[config.mk]
export PLATFORM = sky130hd
export DESIGN_NAME = nim_game_sequencer_flat
export DESIGN_NICKNAME = d
export VERILOG_FILES = /design/src/rtl/nim_pkg.sv /design/src/rtl/nim_game_sequencer_if.sv /design/src/rtl/nim_move_check.sv /design/src/rtl/nim_game_sequencer.sv /design/src/flat_wrapper.sv
export SDC_FILE = /design/constraint.sdc
export NUM_CORES = 1
export LEC_CHECK = 0
export CORE_UTILIZATION = 39
export CTS_CLUSTER_SIZE = 10
export DETAILED_ROUTE_END_ITERATION = 16
export PLACE_DENSITY = 0.77
export SYNTH_ARGS = -nofsm -noshare
export SYNTH_HDL_FRONTEND = slang
export SYNTH_SLANG_ARGS = --single-unit
[constraint.sdc]
create_clock -name clk -period 4.3 [get_ports clk]
set_input_delay 0.86 -clock clk [delete_from_list [all_inputs] [get_ports clk]]
set_output_delay 0.86 -clock clk [all_outputs]
set_load 0.01 [all_outputs]
[src/rtl/nim_pkg.sv]
// -----------------------------------------------------------------------------
// nim_pkg
// Shared definitions for the pile-game sequencer:
//   - default board geometry (NUM_PILES_DEF, PILE_W_DEF) and status width
//   - page encodings seen by the display, plus the internal FSM states
//   - pile_extract(): read one pile out of a packed board
//   - page_of(): maps an internal state onto the page it displays
// -----------------------------------------------------------------------------
package nim_pkg;

    localparam int NUM_PILES_DEF = 10;
    localparam int PILE_W_DEF    = 4;
    localparam int STATUS_W      = 3;

    // Upper bounds for pile_extract; any legal board geometry must fit these.
    localparam int MAX_PILE_W    = 8;
    localparam int MAX_BOARD_W   = 256;
    localparam int MAX_BOARD_AW  = 8;

    typedef enum logic [STATUS_W-1:0] {
        PAGE_START  = 3'd0,
        PAGE_HELP   = 3'd1,
        PAGE_SELECT = 3'd2,
        PAGE_PLAY   = 3'd3,
        PAGE_RESULT = 3'd4
    } page_e;

    // ST_GAP is the one-cycle pause between rounds; it displays as PLAY.
    typedef enum logic [2:0] {
        ST_START,
        ST_HELP,
        ST_SELECT,
        ST_PLAY,
        ST_GAP,
        ST_RESULT
    } state_e;

    function automatic page_e page_of(input state_e s);
        case (s)
            ST_START:        return PAGE_START;
            ST_HELP:         return PAGE_HELP;
            ST_SELECT:       return PAGE_SELECT;
            ST_PLAY, ST_GAP: return PAGE_PLAY;
            ST_RESULT:       return PAGE_RESULT;
            default:         return PAGE_START;
        endcase
    endfunction

    // Returns pile idx (pile_w bits wide, zero-extended). Positions beyond the
    // board read as zero, so an out-of-range index yields an empty pile.
    function automatic logic [MAX_PILE_W-1:0] pile_extract(
        input logic [MAX_BOARD_W-1:0] board,
        input int                     idx,
        input int                     pile_w
    );
        logic [MAX_PILE_W-1:0] pile;
        int                    pos;
        pile = '0;
        for (int b = 0; b < MAX_PILE_W; b++) begin
            pos = idx * pile_w + b;
            if (b < pile_w && pos >= 0 && pos < MAX_BOARD_W) begin
                pile[b] = board[pos[MAX_BOARD_AW-1:0]];
            end
        end
        return pile;
    endfunction

endpackage

[src/rtl/nim_game_sequencer_if.sv]
// -----------------------------------------------------------------------------
// nim_game_sequencer_if
// Bundles the sequencer's key/move inputs and board/status outputs.
//   master : upstream side (key decoder, selector) drives keys and moves,
//            observes board and status
//   slave  : the sequencer itself
// Signals:
//   key_enter/key_space/key_esc  1-cycle key pulses
//   rounds_sel                   rounds needed to win the match
//   init_board                   starting board for every round
//   move_valid/index/value       move request from the current player
//   board, page, player          current board, screen and turn owner
//   score0/score1, winner        match status
//   move_reject, timeout         1-cycle event pulses
// -----------------------------------------------------------------------------
interface nim_game_sequencer_if
    import nim_pkg::*;
#(
    parameter int NUM_PILES = NUM_PILES_DEF,
    parameter int PILE_W    = PILE_W_DEF
);
    logic                          key_enter;
    logic                          key_space;
    logic                          key_esc;
    logic [STATUS_W-1:0]           rounds_sel;
    logic [NUM_PILES*PILE_W-1:0]   init_board;
    logic                          move_valid;
    logic [3:0]                    move_index;
    logic [PILE_W-1:0]             move_value;

    logic [NUM_PILES*PILE_W-1:0]   board;
    page_e                         page;
    logic                          player;
    logic [STATUS_W-1:0]           score0;
    logic [STATUS_W-1:0]           score1;
    logic                          winner;
    logic                          move_reject;
    logic                          timeout;

    modport master (
        output key_enter, key_space, key_esc, rounds_sel, init_board,
               move_valid, move_index, move_value,
        input  board, page, player, score0, score1, winner, move_reject, timeout
    );

    modport slave (
        input  key_enter, key_space, key_esc, rounds_sel, init_board,
               move_valid, move_index, move_value,
        output board, page, player, score0, score1, winner, move_reject, timeout
    );
endinterface

[src/rtl/nim_move_check.sv]
// -----------------------------------------------------------------------------
// nim_move_check
// Combinational legality check and board update for one move.
// Ports:
//   i_board          current packed board
//   i_index          pile index of the move
//   i_value          requested new value for that pile
//   o_legal          index in range and value strictly below the pile
//   o_next_board     board with the pile replaced (unchanged if index out of range)
//   o_next_all_zero  o_next_board is empty
// -----------------------------------------------------------------------------
module nim_move_check
    import nim_pkg::*;
#(
    parameter int NUM_PILES = NUM_PILES_DEF,
    parameter int PILE_W    = PILE_W_DEF
) (
    input  logic [NUM_PILES*PILE_W-1:0] i_board,
    input  logic [3:0]                  i_index,
    input  logic [PILE_W-1:0]           i_value,
    output logic                        o_legal,
    output logic [NUM_PILES*PILE_W-1:0] o_next_board,
    output logic                        o_next_all_zero
);
    logic [MAX_BOARD_W-1:0] w_board_ext;
    logic [MAX_PILE_W-1:0]  w_pile;
    logic [31:0]            w_index_ext;
    logic                   w_in_range;

    assign w_board_ext = MAX_BOARD_W'(i_board);
    assign w_index_ext = {28'd0, i_index};
    assign w_in_range  = (w_index_ext < 32'(NUM_PILES));
    assign w_pile      = pile_extract(w_board_ext, int'(w_index_ext), PILE_W);

    // Strictly-less also makes an empty pile illegal: nothing is below zero.
    assign o_legal = w_in_range && (MAX_PILE_W'(i_value) < w_pile);

    // NOTE: every variable written here gets its default first, so no path
    // leaves it unassigned and no latch is inferred.
    always_comb begin
        o_next_board = i_board;
        for (int p = 0; p < NUM_PILES; p++) begin
            if (w_index_ext == 32'(p)) begin
                o_next_board[p*PILE_W +: PILE_W] = i_value;
            end
        end
    end

    assign o_next_all_zero = (o_next_board == '0);

endmodule

[src/rtl/nim_game_sequencer.sv]
// -----------------------------------------------------------------------------
// nim_game_sequencer
// Screen flow, turn ownership, move application, round scoring and match end
// for the two-player pile game. Sole writer of the board register.
// Ports:
//   clk   system clock
//   rst   synchronous, active-high reset
//   bus   nim_game_sequencer_if.slave: key pulses, round setup and moves in;
//         board, page, player, scores, winner, move_reject, timeout out
// Build option:
//   NIM_TURN_TIMEOUT_EN  when defined, adds parameter TIMEOUT_CYC and a per-turn
//                        counter that passes the turn on expiry; otherwise no
//                        counter exists and timeout is always 0.
// -----------------------------------------------------------------------------
module nim_game_sequencer
    import nim_pkg::*;
#(
    parameter int NUM_PILES   = NUM_PILES_DEF,
    parameter int PILE_W      = PILE_W_DEF
`ifdef NIM_TURN_TIMEOUT_EN
    ,
    parameter int TIMEOUT_CYC = 500_000_000
`endif
) (
    input  logic                  clk,
    input  logic                  rst,
    nim_game_sequencer_if.slave   bus
);
    localparam int BOARD_W = NUM_PILES * PILE_W;

    state_e              r_state,   w_state_nxt;
    logic [BOARD_W-1:0]  r_board,   w_board_nxt;
    logic                r_player,  w_player_nxt;
    logic [STATUS_W-1:0] r_score0,  w_score0_nxt;
    logic [STATUS_W-1:0] r_score1,  w_score1_nxt;
    logic                r_winner,  w_winner_nxt;
    logic [STATUS_W-1:0] r_target,  w_target_nxt;
    logic                r_reject,  w_reject_nxt;
    logic                r_timeout, w_timeout_nxt;

    logic                w_legal;
    logic [BOARD_W-1:0]  w_next_board;
    logic                w_next_all_zero;
    logic [STATUS_W-1:0] w_mover_score;
    logic [STATUS_W-1:0] w_mover_score_inc;
    logic                w_expire;

    nim_move_check #(
        .NUM_PILES (NUM_PILES),
        .PILE_W    (PILE_W)
    ) u_move_check (
        .i_board         (r_board),
        .i_index         (bus.move_index),
        .i_value         (bus.move_value),
        .o_legal         (w_legal),
        .o_next_board    (w_next_board),
        .o_next_all_zero (w_next_all_zero)
    );

    // Score of the player making the move, incremented with saturation at 7.
    assign w_mover_score     = r_player ? r_score1 : r_score0;
    assign w_mover_score_inc = (w_mover_score == '1) ? w_mover_score
                                                     : w_mover_score + STATUS_W'(1);

`ifdef NIM_TURN_TIMEOUT_EN
    localparam int CNT_W = $clog2(TIMEOUT_CYC) + 1;

    logic [CNT_W-1:0] r_turn_cnt;
    logic             w_turn_change;

    assign w_turn_change = (w_player_nxt != r_player);

    // Counts only while a turn is live; GAP and every other page hold it at
    // zero, which also covers the clear on entry to PLAY.
    always_ff @(posedge clk) begin
        if (rst) begin
            r_turn_cnt <= '0;
        end else if (r_state != ST_PLAY || w_turn_change) begin
            r_turn_cnt <= '0;
        end else begin
            r_turn_cnt <= r_turn_cnt + CNT_W'(1);
        end
    end

    assign w_expire = (r_state == ST_PLAY) && (r_turn_cnt == CNT_W'(TIMEOUT_CYC - 1));
`else
    assign w_expire = 1'b0;
`endif

    always_comb begin
        w_state_nxt   = r_state;
        w_board_nxt   = r_board;
        w_player_nxt  = r_player;
        w_score0_nxt  = r_score0;
        w_score1_nxt  = r_score1;
        w_winner_nxt  = r_winner;
        w_target_nxt  = r_target;
        w_reject_nxt  = 1'b0;
        w_timeout_nxt = 1'b0;

        case (r_state)
            ST_START: begin
                // Enter is tested first so it wins over a simultaneous space.
                if (bus.key_enter) begin
                    w_state_nxt = ST_SELECT;
                end else if (bus.key_space) begin
                    w_state_nxt = ST_HELP;
                end
            end

            ST_HELP: begin
                if (bus.key_esc) begin
                    w_state_nxt = ST_START;
                end else if (bus.key_enter) begin
                    w_state_nxt = ST_SELECT;
                end
            end

            ST_SELECT: begin
                if (bus.key_esc) begin
                    w_state_nxt = ST_START;
                end else if (bus.key_enter && bus.rounds_sel != '0) begin
                    w_state_nxt  = ST_PLAY;
                    w_target_nxt = bus.rounds_sel;
                    w_board_nxt  = bus.init_board;
                    w_score0_nxt = '0;
                    w_score1_nxt = '0;
                    w_player_nxt = 1'b0;
                end
            end

            ST_PLAY: begin
                if (bus.key_esc) begin
                    // Abort drops the match; the pending move is discarded.
                    w_state_nxt  = ST_START;
                    w_score0_nxt = '0;
                    w_score1_nxt = '0;
                end else if (bus.move_valid && w_legal) begin
                    w_board_nxt = w_next_board;
                    if (!w_next_all_zero) begin
                        w_player_nxt = ~r_player;
                    end else begin
                        if (r_player) begin
                            w_score1_nxt = w_mover_score_inc;
                        end else begin
                            w_score0_nxt = w_mover_score_inc;
                        end
                        if (w_mover_score_inc == r_target) begin
                            w_state_nxt  = ST_RESULT;
                            w_winner_nxt = r_player;
                        end else begin
                            w_state_nxt = ST_GAP;
                        end
                    end
                end else begin
                    // A legal move on the expiry cycle takes the branch above,
                    // so expiry only acts when no move was applied.
                    w_reject_nxt = bus.move_valid;
                    if (w_expire) begin
                        w_player_nxt  = ~r_player;
                        w_timeout_nxt = 1'b1;
                    end
                end
            end

            ST_GAP: begin
                // Player still holds the round winner here; the loser opens.
                w_state_nxt  = ST_PLAY;
                w_board_nxt  = bus.init_board;
                w_player_nxt = ~r_player;
                w_reject_nxt = bus.move_valid;
            end

            ST_RESULT: begin
                if (bus.key_enter) begin
                    w_state_nxt = ST_START;
                end
            end

            default: begin
                w_state_nxt = ST_START;
            end
        endcase
    end

    // NOTE: state registers use non-blocking assignments so every flop samples
    // the pre-edge values, independent of statement order.
    always_ff @(posedge clk) begin
        if (rst) begin
            r_state   <= ST_START;
            r_board   <= '0;
            r_player  <= 1'b0;
            r_score0  <= '0;
            r_score1  <= '0;
            r_winner  <= 1'b0;
            r_target  <= '0;
            r_reject  <= 1'b0;
            r_timeout <= 1'b0;
        end else begin
            r_state   <= w_state_nxt;
            r_board   <= w_board_nxt;
            r_player  <= w_player_nxt;
            r_score0  <= w_score0_nxt;
            r_score1  <= w_score1_nxt;
            r_winner  <= w_winner_nxt;
            r_target  <= w_target_nxt;
            r_reject  <= w_reject_nxt;
            r_timeout <= w_timeout_nxt;
        end
    end

    assign bus.board       = r_board;
    assign bus.page        = page_of(r_state);
    assign bus.player      = r_player;
    assign bus.score0      = r_score0;
    assign bus.score1      = r_score1;
    assign bus.winner      = r_winner;
    assign bus.move_reject = r_reject;
    assign bus.timeout     = r_timeout;

endmodule

[src/flat_wrapper.sv]
// flat-port wrapper written by rule: the top's interface ports become plain ports
module nim_game_sequencer_flat import nim_pkg::*;
#(
    parameter int NUM_PILES   = NUM_PILES_DEF,
    parameter int PILE_W      = PILE_W_DEF

)
  (clk, rst, bus_key_enter, bus_key_space, bus_key_esc, bus_rounds_sel, bus_init_board, bus_move_valid, bus_move_index, bus_move_value, bus_board, bus_page, bus_player, bus_score0, bus_score1, bus_winner, bus_move_reject, bus_timeout);
  nim_game_sequencer_if #(.NUM_PILES(NUM_PILES), .PILE_W(PILE_W)) bus_i ();
  input  logic clk;
  input  logic rst;
  input wire logic [$bits(bus_i.key_enter)-1:0] bus_key_enter;
  input wire logic [$bits(bus_i.key_space)-1:0] bus_key_space;
  input wire logic [$bits(bus_i.key_esc)-1:0] bus_key_esc;
  input wire logic [$bits(bus_i.rounds_sel)-1:0] bus_rounds_sel;
  input wire logic [$bits(bus_i.init_board)-1:0] bus_init_board;
  input wire logic [$bits(bus_i.move_valid)-1:0] bus_move_valid;
  input wire logic [$bits(bus_i.move_index)-1:0] bus_move_index;
  input wire logic [$bits(bus_i.move_value)-1:0] bus_move_value;
  output wire logic [$bits(bus_i.board)-1:0] bus_board;
  output wire logic [$bits(bus_i.page)-1:0] bus_page;
  output wire logic [$bits(bus_i.player)-1:0] bus_player;
  output wire logic [$bits(bus_i.score0)-1:0] bus_score0;
  output wire logic [$bits(bus_i.score1)-1:0] bus_score1;
  output wire logic [$bits(bus_i.winner)-1:0] bus_winner;
  output wire logic [$bits(bus_i.move_reject)-1:0] bus_move_reject;
  output wire logic [$bits(bus_i.timeout)-1:0] bus_timeout;
  assign bus_i.key_enter = bus_key_enter;
  assign bus_i.key_space = bus_key_space;
  assign bus_i.key_esc = bus_key_esc;
  assign bus_i.rounds_sel = bus_rounds_sel;
  assign bus_i.init_board = bus_init_board;
  assign bus_i.move_valid = bus_move_valid;
  assign bus_i.move_index = bus_move_index;
  assign bus_i.move_value = bus_move_value;
  assign bus_board = bus_i.board;
  assign bus_page = bus_i.page;
  assign bus_player = bus_i.player;
  assign bus_score0 = bus_i.score0;
  assign bus_score1 = bus_i.score1;
  assign bus_winner = bus_i.winner;
  assign bus_move_reject = bus_i.move_reject;
  assign bus_timeout = bus_i.timeout;
  nim_game_sequencer #(.NUM_PILES(NUM_PILES), .PILE_W(PILE_W)) u_core (.clk(clk), .rst(rst), .bus(bus_i));
endmodule
==> flow_summary.yaml <==
final_layout:
  fin_cells: 699
  diodes: 0
  nNetsFinal: 631
  fillers: 877
  areaGrowthSynthToFinish_pct: 37.97
  fin_util_pct: 56.24
  post_route_cells_drive_above_1_share_pct: 11.23
route:
  route.met3.wl_um: 1047
  wl_met1_um: 5795
  avgRoutedWirePerCell_um: 19.02
  drt-vias-per-instance: 6.062
  vias: 4237
  wl_met2_um: 6128
  firstDrtPassIters: 5
  drc_errors: 0
  drtIter0Drc: 311
  finalWirelength_um: 13300
  maxUsedRoutingLayer: "met4"
  drtAntennaViolNets: 0
synthesis:
  yosys_warnings: 0
  synth_area_leaders: "dfxtp_1 29%, mux2i_1 7.4%, a221oi_1 6.2%"
  synth_top_area_share_pct: 28.96
  syn_nets: 530
  synth_area_leader_cell: "dfxtp_1"
  synth_top_flop_cell: "dfxtp_1"
  yosysSeqAreaShare_pct: 28.96
  synth_area_um2: 3802
  postSynthCellCount: 469
  post-synth-top-count-cell: "dfxtp_1"
  synth-async-reset-ratio_pct: 0
  synth-seq-cells: 55
  avgSynthCellArea_um2: 8.107
  synth-edff-count: 0
  synth_common_cells: "55 x dfxtp_1, 36 x nand2_1, 34 x nor2_1, 30 x inv_1"
  ys_types: 64
cts:
  path_clk_slew_ns: 0.10
  htree_levels: 2
  cts-root-buf: "clkbuf_8"
  cts_tree: "done"
  numCtsBuffers: 5
  clockBufferDepth: 2
  clock-sinks: 55
  worstSkewPairLatency_ns: 0.31
setup_path:
  cp_common_cell: "buf_12"
  crit_family: "compound AO/OA/AOI/OAI gates"
  path_cells: "clkdlybuf4s50_1 > buf_12 > mux4_2 > mux2i_1 > nor2_1 > a221oi_2 > ha_1 > a21oi_2 > o2111ai_1 > a41o_1 > o22ai_4 > buf_12 > o21ai_0 > a221oi_1"
  critPathSlowestCell: "clkdlybuf4s50_1"
  reg2reg_to: "u_core.bus.board[34]$_SDFFE_PP0P_"
  critPathMaxFanout: 15
  crit_type: "in2reg"
  start_kind: "input pin"
  max_stage_delay_ns: 0.51
  worstSetupEndpointType: "flop"
  cp.arrival_ns: 4.27
  critPathBufInv: 3
  reg2regPathDepth: 11
  required_ns: 4.51
  regToRegSetupSlack_ns: 1.11
  timing.rr.start: "u_core.bus.board[30]$_SDFFE_PP0P_"
floorplanning:
  fp.coreArea_um2: 9328
  die_y_um: 100.7
  die_w_um: 100.7
  initial_core_util_pct: 40.76
  rows: 35
  ios: 110
  die_area_um2: 10150
global_route:
  grt_pass1_wl_um: 21110
  grt.total_usage_pct: 26.62
  grt_max_degree: 43
  grt_overflow: 0
  grt_pass1_vias: 4064
  antenna_found_initial: 0
sta:
  setup_viol: 0
  fin_crit_ns: 4.061
  max_slew_margin_pct: 35.14
  rsz0062_at_grt: "no"
  fmax_ghz: 0.2463
  fin_ws_ns: 0.2392
  hold_violations: 0
  drv_slew: 0
  worst_pin_slew_ns: 0.9728
  clock_skew_ns: 0.009770
  finalCritPeriodShare_pct: 94.44
placed_design:
  dp.cells: 692
  place_hpwl_um: 10060
  io_buffers: 108
  dp_slack_ns: -0.1707
  place_congestion: 0.9037
min_path:
  hold_class: "reg2reg"
  min_to: "u_core.r_target[1]$_SDFFE_PP0P_"
  hold_path_depth: 2
  hold_start: "u_core.r_target[1]$_SDFFE_PP0P_"
pwr:
  power_w: 0.001342
  ir_drop_uv: 149.3
  p_leak_nw: 1.752
  power_density_nw_per_um2: 255.8
job:
  drv_cap: 0
status:
  outcome: "completed"
-- cell type report --
| class | count | area (µm²) | area share (%) |
|---|---|---|---|
| multi-input combinational | 340 | 2425 | 46.22 |
| timing repair buffer | 138 | 1344 | 25.61 |
| sequential | 55 | 1101 | 20.99 |
| tap | 129 | 161.4 | 3.077 |
| inverter | 30 | 112.6 | 2.146 |
| clock buffer | 6 | 72.57 | 1.383 |
| clock inverter | 1 | 30.03 | 0.5724 |
-- cell families after synthesis --
kind of cell	count (synthesis)	share of synthesized area, %
flip-flops	55	28.96
multiplexers	40	13.00
buffers and inverters	74	8.259
AO/OA/AOI/OAI	151	26.92
adder cells (fa/ha/maj)	4	1.316
XOR/XNOR	7	1.612
AND/OR/NAND/NOR	137	19.84
other	1	0.09862
-- metal layers --
layer,track usage (%),up-vias
li1,-,1980
met1,35.67,1990
met2,43.84,231
met3,3.814,36
met4,9.030,0
met5,0,-
-- tightest hold or removal path, cell delays in order (launching register included) --
cell and delay, ns:
dfxtp_1 0.34, nand2_1 0.05, a21oi_1 0.05
-- power breakdown --
group          total, W  internal [W]  switching, W
registers      0.000579      0.000536     0.0000437
logic          0.000418      0.000210      0.000208
clock network  0.000344      0.000171      0.000173
total           0.00134      0.000917      0.000425
-- worst max-delay path by stage --
stage               slack [ns]  cells after the start                                 to               from
global placement         -0.05                     14  u_core.bus.score0[1]$_SDFFE_PP0P_  bus_move_index[0]
floorplan                 0.39                     14  u_core.bus.score0[1]$_SDFFE_PP0P_  bus_move_index[0]
detailed placement       -0.17                     14  u_core.bus.board[34]$_SDFFE_PP0P_  bus_move_index[0]
finish                    0.24                     14  u_core.bus.board[34]$_SDFFE_PP0P_  bus_move_index[0]
CTS                       0.14                     14  u_core.bus.score0[2]$_SDFFE_PP0P_  bus_move_index[0]
global route             0.008                     14  u_core.bus.score0[1]$_SDFFE_PP0P_  bus_move_index[0]
-- cell usage in the layout (no fill, tap or decap), types with 4 or more instances in the layout --
cell | synthesis | layout
nand3_1 | 5 | 5
mux4_2 | 7 | 7
mux2i_1 | 28 | 28
o21ai_0 | 27 | 27
nor3b_1 | 7 | 7
dfxtp_1 | 55 | 55
buf_4 | 3 | 27
a221oi_1 | 27 | 25
clkdlybuf4s50_1 | 0 | 108
inv_1 | 30 | 30
a211oi_1 | 6 | 6
o211ai_1 | 4 | 4
nor2_1 | 34 | 34
clkbuf_8 | 0 | 5
o22ai_1 | 28 | 28
o2111ai_1 | 4 | 4
nor3_1 | 11 | 9
a21oi_1 | 19 | 17
nor2b_1 | 4 | 4
mux2_2 | 5 | 5
o21ai_1 | 9 | 9
xnor2_1 | 6 | 6
nand2_1 | 36 | 36
nand2b_1 | 6 | 6
a311oi_1 | 4 | 4
a32oi_1 | 6 | 6
ha_1 | 4 | 4
-- repair_timing --
action                     in CTS  in global routing
hold buffers                    0                  0
setup endpoints to repair       0                 41
gates resized for setup         0                  5
buffers inserted                0                  0
-- sequential cells by signal (all words and copies together), names as in the netlist --
signal,cells
u_core.bus.board,40
u_core.r_target,3
u_core.bus.score0,3
u_core.bus.move_reject,1
u_core.r_state,3
u_core.bus.player,1
u_core.bus.score1,3
u_core.bus.winner,1
-- stage by stage --
stage	instance area (µm²)	hold WS, ns	TNS, ns
2_1_floorplan	3802	0.4488	0
3_3_place_gp	5119	0.4624	-0.1991
3_5_place_dp	5119	0.4705	-3.072
4_1_cts	5221	0.4846	0
5_1_grt	5246	0.5092	0
6_report	5246	0.4819	0
Note: power is estimated with default switching activity, not from simulation.
